File: src/rtl/ram_stream_reader.sv
// Streams LEN consecutive RAM words from BASE_ADDR onto a valid/ready interface.
// The 2-cycle RAM read latency is covered by an in-flight tracker and a credit-limited FIFO.
module ram_stream_reader #(
    parameter int unsigned DATA_WIDTH = 16,
    parameter int unsigned ADDR_WIDTH = 10,
    parameter int unsigned FIFO_DEPTH = 4
) (
    input  logic                  CLK,
    input  logic                  RESET,
    input  logic                  START,
    input  logic [ADDR_WIDTH-1:0] BASE_ADDR,
    input  logic [ADDR_WIDTH:0]   LEN,
    output logic                  BUSY,
    output logic                  DONE,
    output logic                  RAM_EN,
    output logic                  RAM_WE,
    output logic [ADDR_WIDTH-1:0] RAM_ADDR,
    input  logic [DATA_WIDTH-1:0] RAM_DOUT,
    output logic                  M_VALID,
    output logic [DATA_WIDTH-1:0] M_DATA,
    output logic                  M_LAST,
    input  logic                  M_READY
);

    localparam int unsigned LEN_W  = ADDR_WIDTH + 1;
    localparam int unsigned PTR_W  = $clog2(FIFO_DEPTH);
    localparam int unsigned CNT_W  = PTR_W + 1;
    localparam int unsigned USED_W = CNT_W + 1;
    localparam int unsigned ENT_W  = DATA_WIDTH + 1;

    typedef enum logic [1:0] {
        S_IDLE  = 2'd0,
        S_ISSUE = 2'd1,
        S_DRAIN = 2'd2,
        S_FLUSH = 2'd3
    } state_t;

    state_t                r_state;
    logic                  r_ram_en;
    logic [ADDR_WIDTH-1:0] r_addr;
    logic [LEN_W-1:0]      r_remain;
    logic                  r_done_zero;

    logic                  r_vld0;
    logic                  r_last0;
    logic                  r_vld1;
    logic                  r_last1;

    logic [ENT_W-1:0]      r_mem [FIFO_DEPTH];
    logic [PTR_W-1:0]      r_wr_ptr;
    logic [PTR_W-1:0]      r_rd_ptr;
    logic [CNT_W-1:0]      r_count;

    logic [USED_W-1:0]     w_used;
    logic                  w_issue;
    logic                  w_last_issue;
    logic                  w_push;
    logic                  w_pop;
    logic                  w_last_pop;
    logic [ENT_W-1:0]      w_head;

    // Credits cover both FIFO occupancy and words still in the RAM pipe
    assign w_used       = USED_W'(r_count) + USED_W'(r_vld0) + USED_W'(r_vld1);
    assign w_issue      = (r_state == S_ISSUE) && (w_used < USED_W'(FIFO_DEPTH));
    assign w_last_issue = w_issue && (r_remain == LEN_W'(1));

    assign w_head     = r_mem[r_rd_ptr];
    assign M_VALID    = (r_count != '0);
    assign M_DATA     = M_VALID ? w_head[DATA_WIDTH-1:0] : '0;
    assign M_LAST     = M_VALID & w_head[DATA_WIDTH];
    assign w_pop      = M_VALID && M_READY;
    assign w_push     = r_ram_en && r_vld1;
    assign w_last_pop = (r_state == S_FLUSH) && w_pop && M_LAST;

    assign BUSY     = (r_state != S_IDLE);
    assign DONE     = r_done_zero | w_last_pop;
    assign RAM_EN   = r_ram_en;
    assign RAM_WE   = 1'b0;
    assign RAM_ADDR = r_addr;

    // Job control; DRAIN leaves as soon as stage 0 is empty, so the final push
    // lands while the FSM is already in FLUSH
    always_ff @(posedge CLK or posedge RESET) begin
        if (RESET) begin
            r_state     <= S_IDLE;
            r_ram_en    <= 1'b0;
            r_addr      <= '0;
            r_remain    <= '0;
            r_done_zero <= 1'b0;
        end else begin
            r_done_zero <= 1'b0;
            case (r_state)
                S_IDLE: begin
                    if (START) begin
                        if (LEN != '0) begin
                            r_state  <= S_ISSUE;
                            r_ram_en <= 1'b1;
                            r_addr   <= BASE_ADDR;
                            r_remain <= LEN;
                        end else begin
                            r_done_zero <= 1'b1;
                        end
                    end
                end
                S_ISSUE: begin
                    if (w_issue) begin
                        r_addr   <= r_addr + ADDR_WIDTH'(1);
                        r_remain <= r_remain - LEN_W'(1);
                        if (w_last_issue) begin
                            r_state <= S_DRAIN;
                        end
                    end
                end
                S_DRAIN: begin
                    if (!r_vld0) begin
                        r_state  <= S_FLUSH;
                        r_ram_en <= 1'b0;
                    end
                end
                S_FLUSH: begin
                    if (w_last_pop) begin
                        r_state <= S_IDLE;
                    end
                end
                default: begin
                    r_state  <= S_IDLE;
                    r_ram_en <= 1'b0;
                end
            endcase
        end
    end

    // In-flight tracker: advances in lockstep with the RAM output pipe
    always_ff @(posedge CLK or posedge RESET) begin
        if (RESET) begin
            r_vld0  <= 1'b0;
            r_last0 <= 1'b0;
            r_vld1  <= 1'b0;
            r_last1 <= 1'b0;
        end else if (r_ram_en) begin
            r_vld0  <= w_issue;
            r_last0 <= w_last_issue;
            r_vld1  <= r_vld0;
            r_last1 <= r_last0;
        end
    end

    always_ff @(posedge CLK or posedge RESET) begin
        if (RESET) begin
            r_wr_ptr <= '0;
            r_rd_ptr <= '0;
            r_count  <= '0;
        end else begin
            if (w_push) begin
                r_wr_ptr <= r_wr_ptr + PTR_W'(1);
            end
            if (w_pop) begin
                r_rd_ptr <= r_rd_ptr + PTR_W'(1);
            end
            case ({w_push, w_pop})
                2'b10:   r_count <= r_count + CNT_W'(1);
                2'b01:   r_count <= r_count - CNT_W'(1);
                default: r_count <= r_count;
            endcase
        end
    end

    always_ff @(posedge CLK) begin
        if (w_push) begin
            r_mem[r_wr_ptr] <= {r_last1, RAM_DOUT};
        end
    end

    always_ff @(posedge CLK) begin
        if (!RESET) begin
            assert (!(w_push && !w_pop && (r_count == CNT_W'(FIFO_DEPTH))))
                else $error("ram_stream_reader: output FIFO overflow");
        end
    end

endmodule

File: config.mk
export PLATFORM = sky130hd
export DESIGN_NAME = ram_stream_reader
export DESIGN_NICKNAME = d
export VERILOG_FILES = /design/src/rtl/ram_stream_reader.sv
export SDC_FILE = /design/constraint.sdc
export NUM_CORES = 1
export LEC_CHECK = 0
export CORE_MARGIN = 3
export CORE_UTILIZATION = 58
export DETAILED_ROUTE_END_ITERATION = 10
export MAX_ROUTING_LAYER = met4
export PLACE_DENSITY = 0.84
export SLEW_MARGIN = 20
export SYNTH_ARGS = -nofsm -noshare
export SYNTH_HDL_FRONTEND = slang
export SYNTH_SLANG_ARGS = --single-unit
export TNS_END_PERCENT = 100
File: constraint.sdc
create_clock -name CLK -period 6.5 [get_ports CLK]
set_input_delay 0.975 -clock CLK [delete_from_list [all_inputs] [get_ports CLK]]
set_output_delay 0.975 -clock CLK [all_outputs]
set_load 0.05 [all_outputs]
# ---- After elaboration in Yosys (flattened, before gate mapping)
# Memory sizes are Yosys's and may differ from the RTL's.
# Index checks and enable logic that the tools add are counted.
dict set report op_classes {
  addsub 8
  eq_ne 12
  n_reduce_logical 16
  bitwise 2
  muxes 26
  order_cmp 1
}
# op n
set ops {}
lappend ops {{2-to-1 mux 11 bit} 3}
lappend ops {{2-to-1 mux 10 bit} 3}
lappend ops {{case mux 11 bit (2 select lines)} 1}
lappend ops {{case mux 10 bit (2 select lines)} 1}
lappend ops {{2-to-1 mux 16 bit} 1}
lappend ops {{2-to-1 mux 2 bit} 6}
lappend ops {{!= test 2 bit (second input constant)} 6}
lappend ops {{== test 11 x 1 -> 1 bit (second input constant)} 1}
lappend ops {{nonzero test 11 bit} 1}
lappend ops {{subtractor 11 x 1 -> 11 bit (second input constant)} 1}
lappend ops {{adder 10 x 1 -> 10 bit (second input constant)} 1}
lappend ops {{2-to-1 mux 1 bit} 8}
lappend ops {{case mux 2 bit (4 select lines)} 1}
lappend ops {{AND reduction 4 bit} 2}
lappend ops {{nonzero test 2 bit} 4}
lappend ops {{== test 2 bit (second input constant)} 3}
lappend ops {{logical AND 1 bit} 6}
lappend ops {{case mux 3 bit (2 select lines)} 1}
lappend ops {{AND reduction 6 bit} 1}
lappend ops {{adder 2 x 1 -> 2 bit (second input constant)} 2}
lappend ops {{adder 3 x 1 -> 4 bit} 1}
lappend ops {{adder 4 x 1 -> 4 bit} 1}
lappend ops {{== test 2 x 1 -> 1 bit (second input constant)} 2}
lappend ops {{less-than comparator 4 x 3 -> 1 bit (second input constant)} 1}
lappend ops {{other kinds (7)} 7}
dict set report word_totals {
  mem_bits_rw 68
  word_cells 78
  n_memories 1
  in_bits 41
  reg_bits 36
  output_inout_bits 32
}
# name words word_bits read_ports rd_ports_with_merged_regs wr line_no
set mem_list {}
lappend mem_list {r_mem 4 17 1 0 1 49} ;# logic [ENT_W-1:0] r_mem [FIFO_DEPTH];

# ---- Logic depth before layout (Yosys ltp)
# Gate-level depths: netlist of run 1.
dict set report depth {
  ltp_word 8
  depth_mapped 9
  depth_no_buf 9
}

# ---- Worst setup path after synthesis of run 1
# Ideal clock, no wire load.
dict set report synth_timing {
  path_kind {in2out}
  start {input port M_READY}
  end {output port DONE}
  path_slack_ns 3.508
  t_arrival_ns 2.017
  path_buffers 0
  cell_stages 3
  required_ns 5.525
  cell_sequence {and2_1 -> nand2b_1 -> o21bai_1}
}
dict set report synth_via {
  elab_chain_cells 4
}
# item line_no
set synth_rtl {}
lappend synth_rtl {{start, declared} 22} ;# input logic M_READY
lappend synth_rtl {{logical AND 1 bit} 71} ;# assign w_pop = M_VALID && M_READY;
lappend synth_rtl {{logical AND 1 bit (2 in a row)} 73} ;# assign w_last_pop = (r_state == S_FLUSH) && w_pop && M_LAST;
lappend synth_rtl {{bitwise OR 1 bit} 76} ;# assign DONE = r_done_zero | w_last_pop;
lappend synth_rtl {{end, declared} 14} ;# output logic DONE,
# Every way passes these cells.

# ---- Worst setup path after layout of run 1
dict set report layout_timing {
  start {register r_rd_ptr[1]}
  end {output port DONE}
}
dict set report layout_via {
  elab_chain_cells 4
}
# item line_no
set layout_rtl {}
lappend layout_rtl {{start, declared} 51} ;# logic [PTR_W-1:0] r_rd_ptr;
lappend layout_rtl {{start signal, assigned} 158} ;# r_rd_ptr <= r_rd_ptr + PTR_W'(1);
lappend layout_rtl {{memory read (4 x 17 bit)} -}
lappend layout_rtl {{AND 1 bit} 70} ;# assign M_LAST = M_VALID & w_head[DATA_WIDTH];
lappend layout_rtl {{logical AND 1 bit} 73}
lappend layout_rtl {{bitwise OR 1 bit} 76}
# Every way passes these cells.

==> results of run 1 <==
-- critical path, delay by kind of cell, from the launching register on --
kind	cells	cell delay, ns
compound gates	1	0.19
buf+inv	1	0.83
flops	1	0.95
mux	2	0.46
simple gates	1	0.21
-- report_power, final --
part | switching, mW | total (mW) | internal (mW)
Clock | 0.238 | 0.388 | 0.150
Combinational | 0.865 | 1.45 | 0.588
Sequential | 0.167 | 1.01 | 0.843
Total | 1.27 | 2.85 | 1.58
-- worst paths after layout --
kind | endpoint | cells past startpoint
max | DONE | 5
min | r_mem[2][16]$_DFFE_PP_ | 0
max reg2reg | r_remain[8]$_DFFE_PP0P_ | 9
min reg2reg | r_mem[2][16]$_DFFE_PP_ | 0
max in group asynchronous | r_remain[9]$_DFFE_PP0P_ | 3
min in group asynchronous | r_remain[2]$_DFFE_PP0P_ | 3
-- final cells by class --
type | instances | area, um^2 | share of cell area [%]
Sequential cell | 104 | 2943 | 51.31
Tap cell | 102 | 127.6 | 2.225
Clock buffer | 9 | 123.9 | 2.160
Timing Repair Buffer | 75 | 740.7 | 12.91
Clock inverter | 7 | 70.07 | 1.222
Multi-Input combinational cell | 210 | 1655 | 28.86
Inverter | 20 | 75.07 | 1.309
-- state kept, by name, summed over array words and instances, names as in the netlist --
register     flops
r_mem           68
r_remain        11
RAM_ADDR        10
r_count          3
r_rd_ptr         2
r_state          2
r_wr_ptr         2
RAM_EN           1
r_done_zero      1
r_last0          1
r_last1          1
r_vld0           1
r_vld1           1
-- through the flow --
| step | std cells | cell area (um^2) | hold slack (ns) | worst slack [ns] |
|---|---|---|---|---|
| after floorplan | 352 | 4745 | 0.4648 | 3.508 |
| after global placement | 511 | 5542 | 0.4851 | 2.733 |
| after detailed placement | 511 | 5542 | 0.4951 | 2.741 |
| after CTS | 527 | 5736 | 0.5161 | 2.504 |
| after global routing | 527 | 5736 | 0.5411 | 2.345 |
| final | 527 | 5736 | 0.5182 | 2.507 |
-- layout by cell type (no fill, tap or decap), types with 6 or more instances in the layout --
cell / count
sky130_fd_sc_hd__edfxtp_1: 68
sky130_fd_sc_hd__clkdlybuf4s50_1: 71
sky130_fd_sc_hd__a21oi_1: 18
sky130_fd_sc_hd__a31oi_1: 6
sky130_fd_sc_hd__nand2_1: 18
sky130_fd_sc_hd__o21ai_1: 12
sky130_fd_sc_hd__clkbuf_8: 9
sky130_fd_sc_hd__ha_1: 13
sky130_fd_sc_hd__and2_1: 17
sky130_fd_sc_hd__nor2_1: 31
sky130_fd_sc_hd__mux4_2: 16
sky130_fd_sc_hd__dfrtp_1: 36
sky130_fd_sc_hd__inv_1: 19
sky130_fd_sc_hd__and3_1: 6
sky130_fd_sc_hd__nor3_1: 7
sky130_fd_sc_hd__o22a_1: 13
-- synthesized netlist by cell type, drive strengths merged, types with 5 or more instances --
master | n | area (um^2)
o22a | 13 | 113.9
inv | 20 | 75.07
nor2 | 31 | 116.4
ha | 13 | 162.7
mux2 | 5 | 60.05
edfxtp | 68 | 2042
and2 | 17 | 106.4
a41oi | 5 | 43.79
o21ai | 16 | 80.07
dfrtp | 36 | 900.9
mux2i | 5 | 50.05
mux4 | 16 | 360.4
a21oi | 18 | 90.09
buf | 6 | 30.03
nand2 | 18 | 67.56
and3 | 6 | 37.54
clkbuf | 12 | 45.04
a31oi | 6 | 37.54
nor3 | 7 | 35.03
-- metal layers --
layer | part of all wire (%) | global-route usage (%) | vias to the layer above
li1 | - | - | 1445
met1 | 44 | 29.25 | 1493
met2 | 50 | 36.03 | 106
met3 | 4.6 | 3.718 | 11
met4 | 1.4 | 6.776 | 0
met5 | 0 | - | -
-- kinds of logic after synthesis --
family,share of synthesized area [%]
adders and majority gates,3.850
and+or+nand+nor,9.889
muxes,9.916
DFF,62.03
other,0.07904
buffers and inverters,3.164
AOI/OAI and AO/OA,9.969
xor gates and xnor gates,1.108
==> metrics.yaml, run 1 <==
hold_class: "flip-flop to flip-flop"
gp_congestion: 0.7941
startpoint: "r_rd_ptr[1]$_DFFE_PP0P_"
tritoncts_clock_tree: "built"
post_cts_setup_buffers: 0
critical_path.slowest_cell: "sky130_fd_sc_hd__dfrtp_1"
overall_global_routing_usage_pct: 22.23
worst_pin_slew_ns: 0.8968
dp_hpwl_mm: 6.247
crit_required_ns: 5.52
final_worst_path_cycle_share_pct: 61.43
n_fill_cell: 525
floorplan.die_area_um2: 9302
synth.yosys.warnings: 0
outcome: "finished clean"
grt_start_max_net_pins: 44
synth_nets: 407
flow.area_growth_from_synthesis_pct: 20.89
timing.final.hold_violations: 0
crit_path_max_fanout: 19
power.total_mw: 2.851
io_buffer_count: 71
timing.critical_path.arrival_ns: 3.02
finalNetCount: 475
worstSetupStartpointType: "flip-flop"
synthCells: 352
path_class: "flip-flop to output pin"
finalSetupTns_ns: 0
peak_supply_drop_uv: 293.4
cts.hold.buffers_added: 0
clk_latency_ns: 0.37
grt_pass1_vias: 3073
drive_gt1_share_pct: 10.82
power.leakage_nw: 2.120
tritoncts_num_sinks: 104
finalClockSkew_ns: 0.01465
die-height_um: 96.45
number_of_enable_type_register_cells_in_the_synthesized_netlist: 68
drt_iter0_drc: 168
cts.repair.resized: 0
core.rowCount: 32
finalCoreUtilization_pct: 73.09
syn-cell-area_um2: 4745
timing.final.setup_violations: 0
synth_sequential_area_ratio_pct: 62.03
ctsLongestPathBuffers: 2
detail_route.wl_per_cell_um: 17.44
fmax_mhz: 250.4
die_w_um: 96.45
timing.max_cap.violations: 0
async_flop_share_pct: 34.62
cellPowerDensity_nw_per_um2: 497.1
synthFlopType: "sky130_fd_sc_hd__edfxtp_1"
crit_path_cell_trace: "mux2i_1 -> mux2_2 -> nand2b_1 -> o21bai_1 -> clkdlybuf4s50_1"
placeableCoreArea_um2: 7848
postSynthRegisterBits: 104
route.detailed.drc: 0
viasPerCell: 5.797
number_of_antenna_violations_at_the_first_check_in_global_routing: 0
timing.reg2reg.setup_slack_ns: 3.94
rr_startpoint: "r_state[1]$_DFFE_PP0P_"
critical_path.endpoint_type: "output pin"
floorplan.io_pins: 73
post_synth_num_cell_types: 48
antenna_cells: 0
htreeDepth: 3
slew-limit-headroom_pct: 40.22
drtPass1Iterations: 4
cts.root.buffer_cell: "sky130_fd_sc_hd__clkbuf_8"
grt-ovfl-total: 0
number_of_cts_inserted_buffers: 9
initial_utilization_pct: 60.46
worst_hold_path_startpoint: "r_last1$_DFFE_PP0P_"
routed_wl_mm: 9.192
final_critical_delay_including_setup_and_external_delays_ns: 3.993
ant_nets: 0
global_route_wire_length_before_repair_mm: 15.01
clk_pin_slew_ns: 0.11
rsz0062_at_grt: "false"
route.vias.total: 3055
max_incr_delay_on_cp_ns: 0.95
syn_avg_cell_area_um2: 13.48
finalMaxSlewViolations: 0
No activity file was read; power rests on OpenSTA's default activity.
==> run 2, diff against run 1 <==
Settings changed: CORE_UTILIZATION 58 to 49, PLACE_DENSITY 0.84 to 0.76.
Clock period 6.5 ns to 3.4 ns, I/O delays scaled along.
==> run 2 against run 1 <==
Global-route usage down 3.9 points. Sequential share of layout area decreased by 0.68 points. Sequential cell count unchanged. Largest power group unchanged. Sequential power grew 87%. Critical path depth down 1. Hold slack better by 0.0018 ns. Clock-buffer cell count unchanged.
==> metrics.yaml, run 2 (synthesized netlist as in run 1, its figures left out) <==
global_route_wire_length_before_repair_mm: 15.30
clk_pin_slew_ns: 0.10
grtUsageMet1_pct: 23.71
finalNetCount: 477
critical_path.reg2reg.endpoint: "r_count[2]$_DFFE_PP0P_"
clk_latency_ns: 0.37
dp_slack_ns: 0.7268
peak_supply_drop_uv: 625.7
drtPass1Iterations: 4
finalClockSkew_ns: 0.01007
cts.root.buffer_cell: "sky130_fd_sc_hd__clkbuf_8"
number_of_cts_inserted_buffers: 9
timing.final.setup_violations: 0
grt_start_max_net_pins: 43
fmax_mhz: 327.7
outcome: "finished clean"
io_buffer_count: 71
cts.hold.buffers_added: 0
drt_iter0_drc: 219
timing.reg2reg.setup_slack_ns: 1.01
drive_gt1_share_pct: 11.48
overall_global_routing_usage_pct: 18.32
die-height_um: 104.4
floorplan.io_pins: 73
setup_slack_ns: 0.3483
startpoint: "r_rd_ptr[1]$_DFFE_PP0P_"
slew-limit-headroom_pct: 39.09
crit_required_ns: 2.89
final_critical_delay_including_setup_and_external_delays_ns: 3.052
grt.busiest_layer: "met2"
ctsLongestPathBuffers: 2
rsz0062_at_grt: "false"
grt_pass1_vias: 3084
path_class: "flip-flop to output pin"
tritoncts_num_sinks: 104
power.leakage_nw: 2.147
final_worst_path_cycle_share_pct: 89.76
use_met2_pct: 28.78
htreeDepth: 3
flow.area_growth_from_synthesis_pct: 22.52
worst_pin_slew_ns: 0.9137
number_of_antenna_violations_at_the_first_check_in_global_routing: 0
most_flops_register: "r_mem"
tritoncts_clock_tree: "built"
cts.repair.resized: 0
initial_utilization_pct: 50.87
most-common-layout-cells: "70 x sky130_fd_sc_hd__clkdlybuf4s50_1, 68 x sky130_fd_sc_hd__edfxtp_1, 36 x sky130_fd_sc_hd__dfrtp_1, 31 x sky130_fd_sc_hd__nor2_1, 19 x sky130_fd_sc_hd__inv_1"
worstSetupStartpointType: "flip-flop"
critical_path.endpoint_type: "output pin"
finalMaxSlewViolations: 0
groute.layer.met3.usage_pct: 3.166
timing.max_cap.violations: 0
finalSetupTns_ns: 0
rr_startpoint: "r_count[1]$_DFFE_PP0P_"
r2r.worst_path.cells: 9
endpoint: "M_DATA[11]"
ant_nets: 0
timing.critical_path.arrival_ns: 2.54
route.vias.total: 3058
floorplan.die_area_um2: 10900
gp_congestion: 0.8221
number_of_flip_flops_in_the_largest_register: 68
timing.final.hold_violations: 0
post_cts_setup_buffers: 0
routed_wl_mm: 9.370
hold_slack_ns: 0.5199
antenna_cells: 0
hold_class: "flip-flop to flip-flop"
grt-ovfl-total: 0
detail_route.wl_per_cell_um: 16.85
cellPowerDensity_nw_per_um2: 960.5
placeableCoreArea_um2: 9328
crit_path_max_fanout: 11
core.rowCount: 35
dp_hpwl_mm: 6.334
viasPerCell: 5.500
most_frequent_standard_cell_in_the_layout_excluding_fill_and_tap_cells: "sky130_fd_sc_hd__clkdlybuf4s50_1"
die_w_um: 104.4
route.detailed.drc: 0
==> run 2: changes by cell type in the layout (fill, tap and decap cells not counted) <==
cell and change:
sky130_fd_sc_hd__clkdlybuf4s50_1 -1, sky130_fd_sc_hd__clkinv_4 +1, sky130_fd_sc_hd__bufinv_16 +1, sky130_fd_sc_hd__buf_4 +2, sky130_fd_sc_hd__inv_8 +2, sky130_fd_sc_hd__clkinv_8 -1, sky130_fd_sc_hd__buf_12 +1, sky130_fd_sc_hd__inv_6 -3
==> run 2: critical path: stages, from the launching register on <==
cell and delay [ns]:
sky130_fd_sc_hd__dfrtp_1 0.68, sky130_fd_sc_hd__buf_4 0.30, sky130_fd_sc_hd__mux4_2 0.33, sky130_fd_sc_hd__and2_1 0.18, sky130_fd_sc_hd__clkdlybuf4s50_1 0.69
==> run 2: stage by stage <==
stage	util [%]	total power [mW]	cell area (um^2)	instances
floorplan	-	3.946	4745	352
global placement	60.04	4.714	5600	540
detailed placement	60.04	4.804	5600	540
CTS	62.32	5.620	5813	556
global route	62.32	5.897	5813	556
finish	62.32	5.584	5813	556
==> run 2: cell type report <==
class | count | area, um^2
Tap cell | 129 | 161.4
Inverter | 20 | 75.07
Multi-Input combinational cell | 210 | 1655
Sequential cell | 104 | 2943
Timing Repair Buffer | 77 | 765.7
Clock inverter | 7 | 88.84
Clock buffer | 9 | 123.9
Fill cell | 725 | 3515
==> run 2: where the power goes <==
group | switching, mW | total, mW | internal, mW
clock network | 0.456 | 0.814 | 0.358
registers | 0.282 | 1.89 | 1.61
logic | 1.71 | 2.87 | 1.16
total | 2.45 | 5.58 | 3.13
==> run 2: worst min-delay path by stage <==
| stage | slack (ns) | to | cells past startpoint | startpoint |
|---|---|---|---|---|
| after CTS | 0.52 | r_last1$_DFFE_PP0P_ | 1 | r_last0$_DFFE_PP0P_ |
| after global placement | 0.48 | r_remain[6]$_DFFE_PP0P_ | 2 | r_remain[6]$_DFFE_PP0P_ |
| after detailed placement | 0.50 | r_last1$_DFFE_PP0P_ | 1 | r_last0$_DFFE_PP0P_ |
| after global routing | 0.55 | r_last1$_DFFE_PP0P_ | 1 | r_last0$_DFFE_PP0P_ |
| final | 0.52 | r_remain[9]$_DFFE_PP0P_ | 2 | r_remain[9]$_DFFE_PP0P_ |
| after floorplan | 0.46 | r_remain[6]$_DFFE_PP0P_ | 2 | r_remain[6]$_DFFE_PP0P_ |
==> run 2: metal layers <==
layer  vias to the layer above  share of wire (%)
li1                       1444                  -
met1                      1518                 45
met2                        84                 49
met3                        12                4.3
met4                         0                1.5
met5                         -                  0
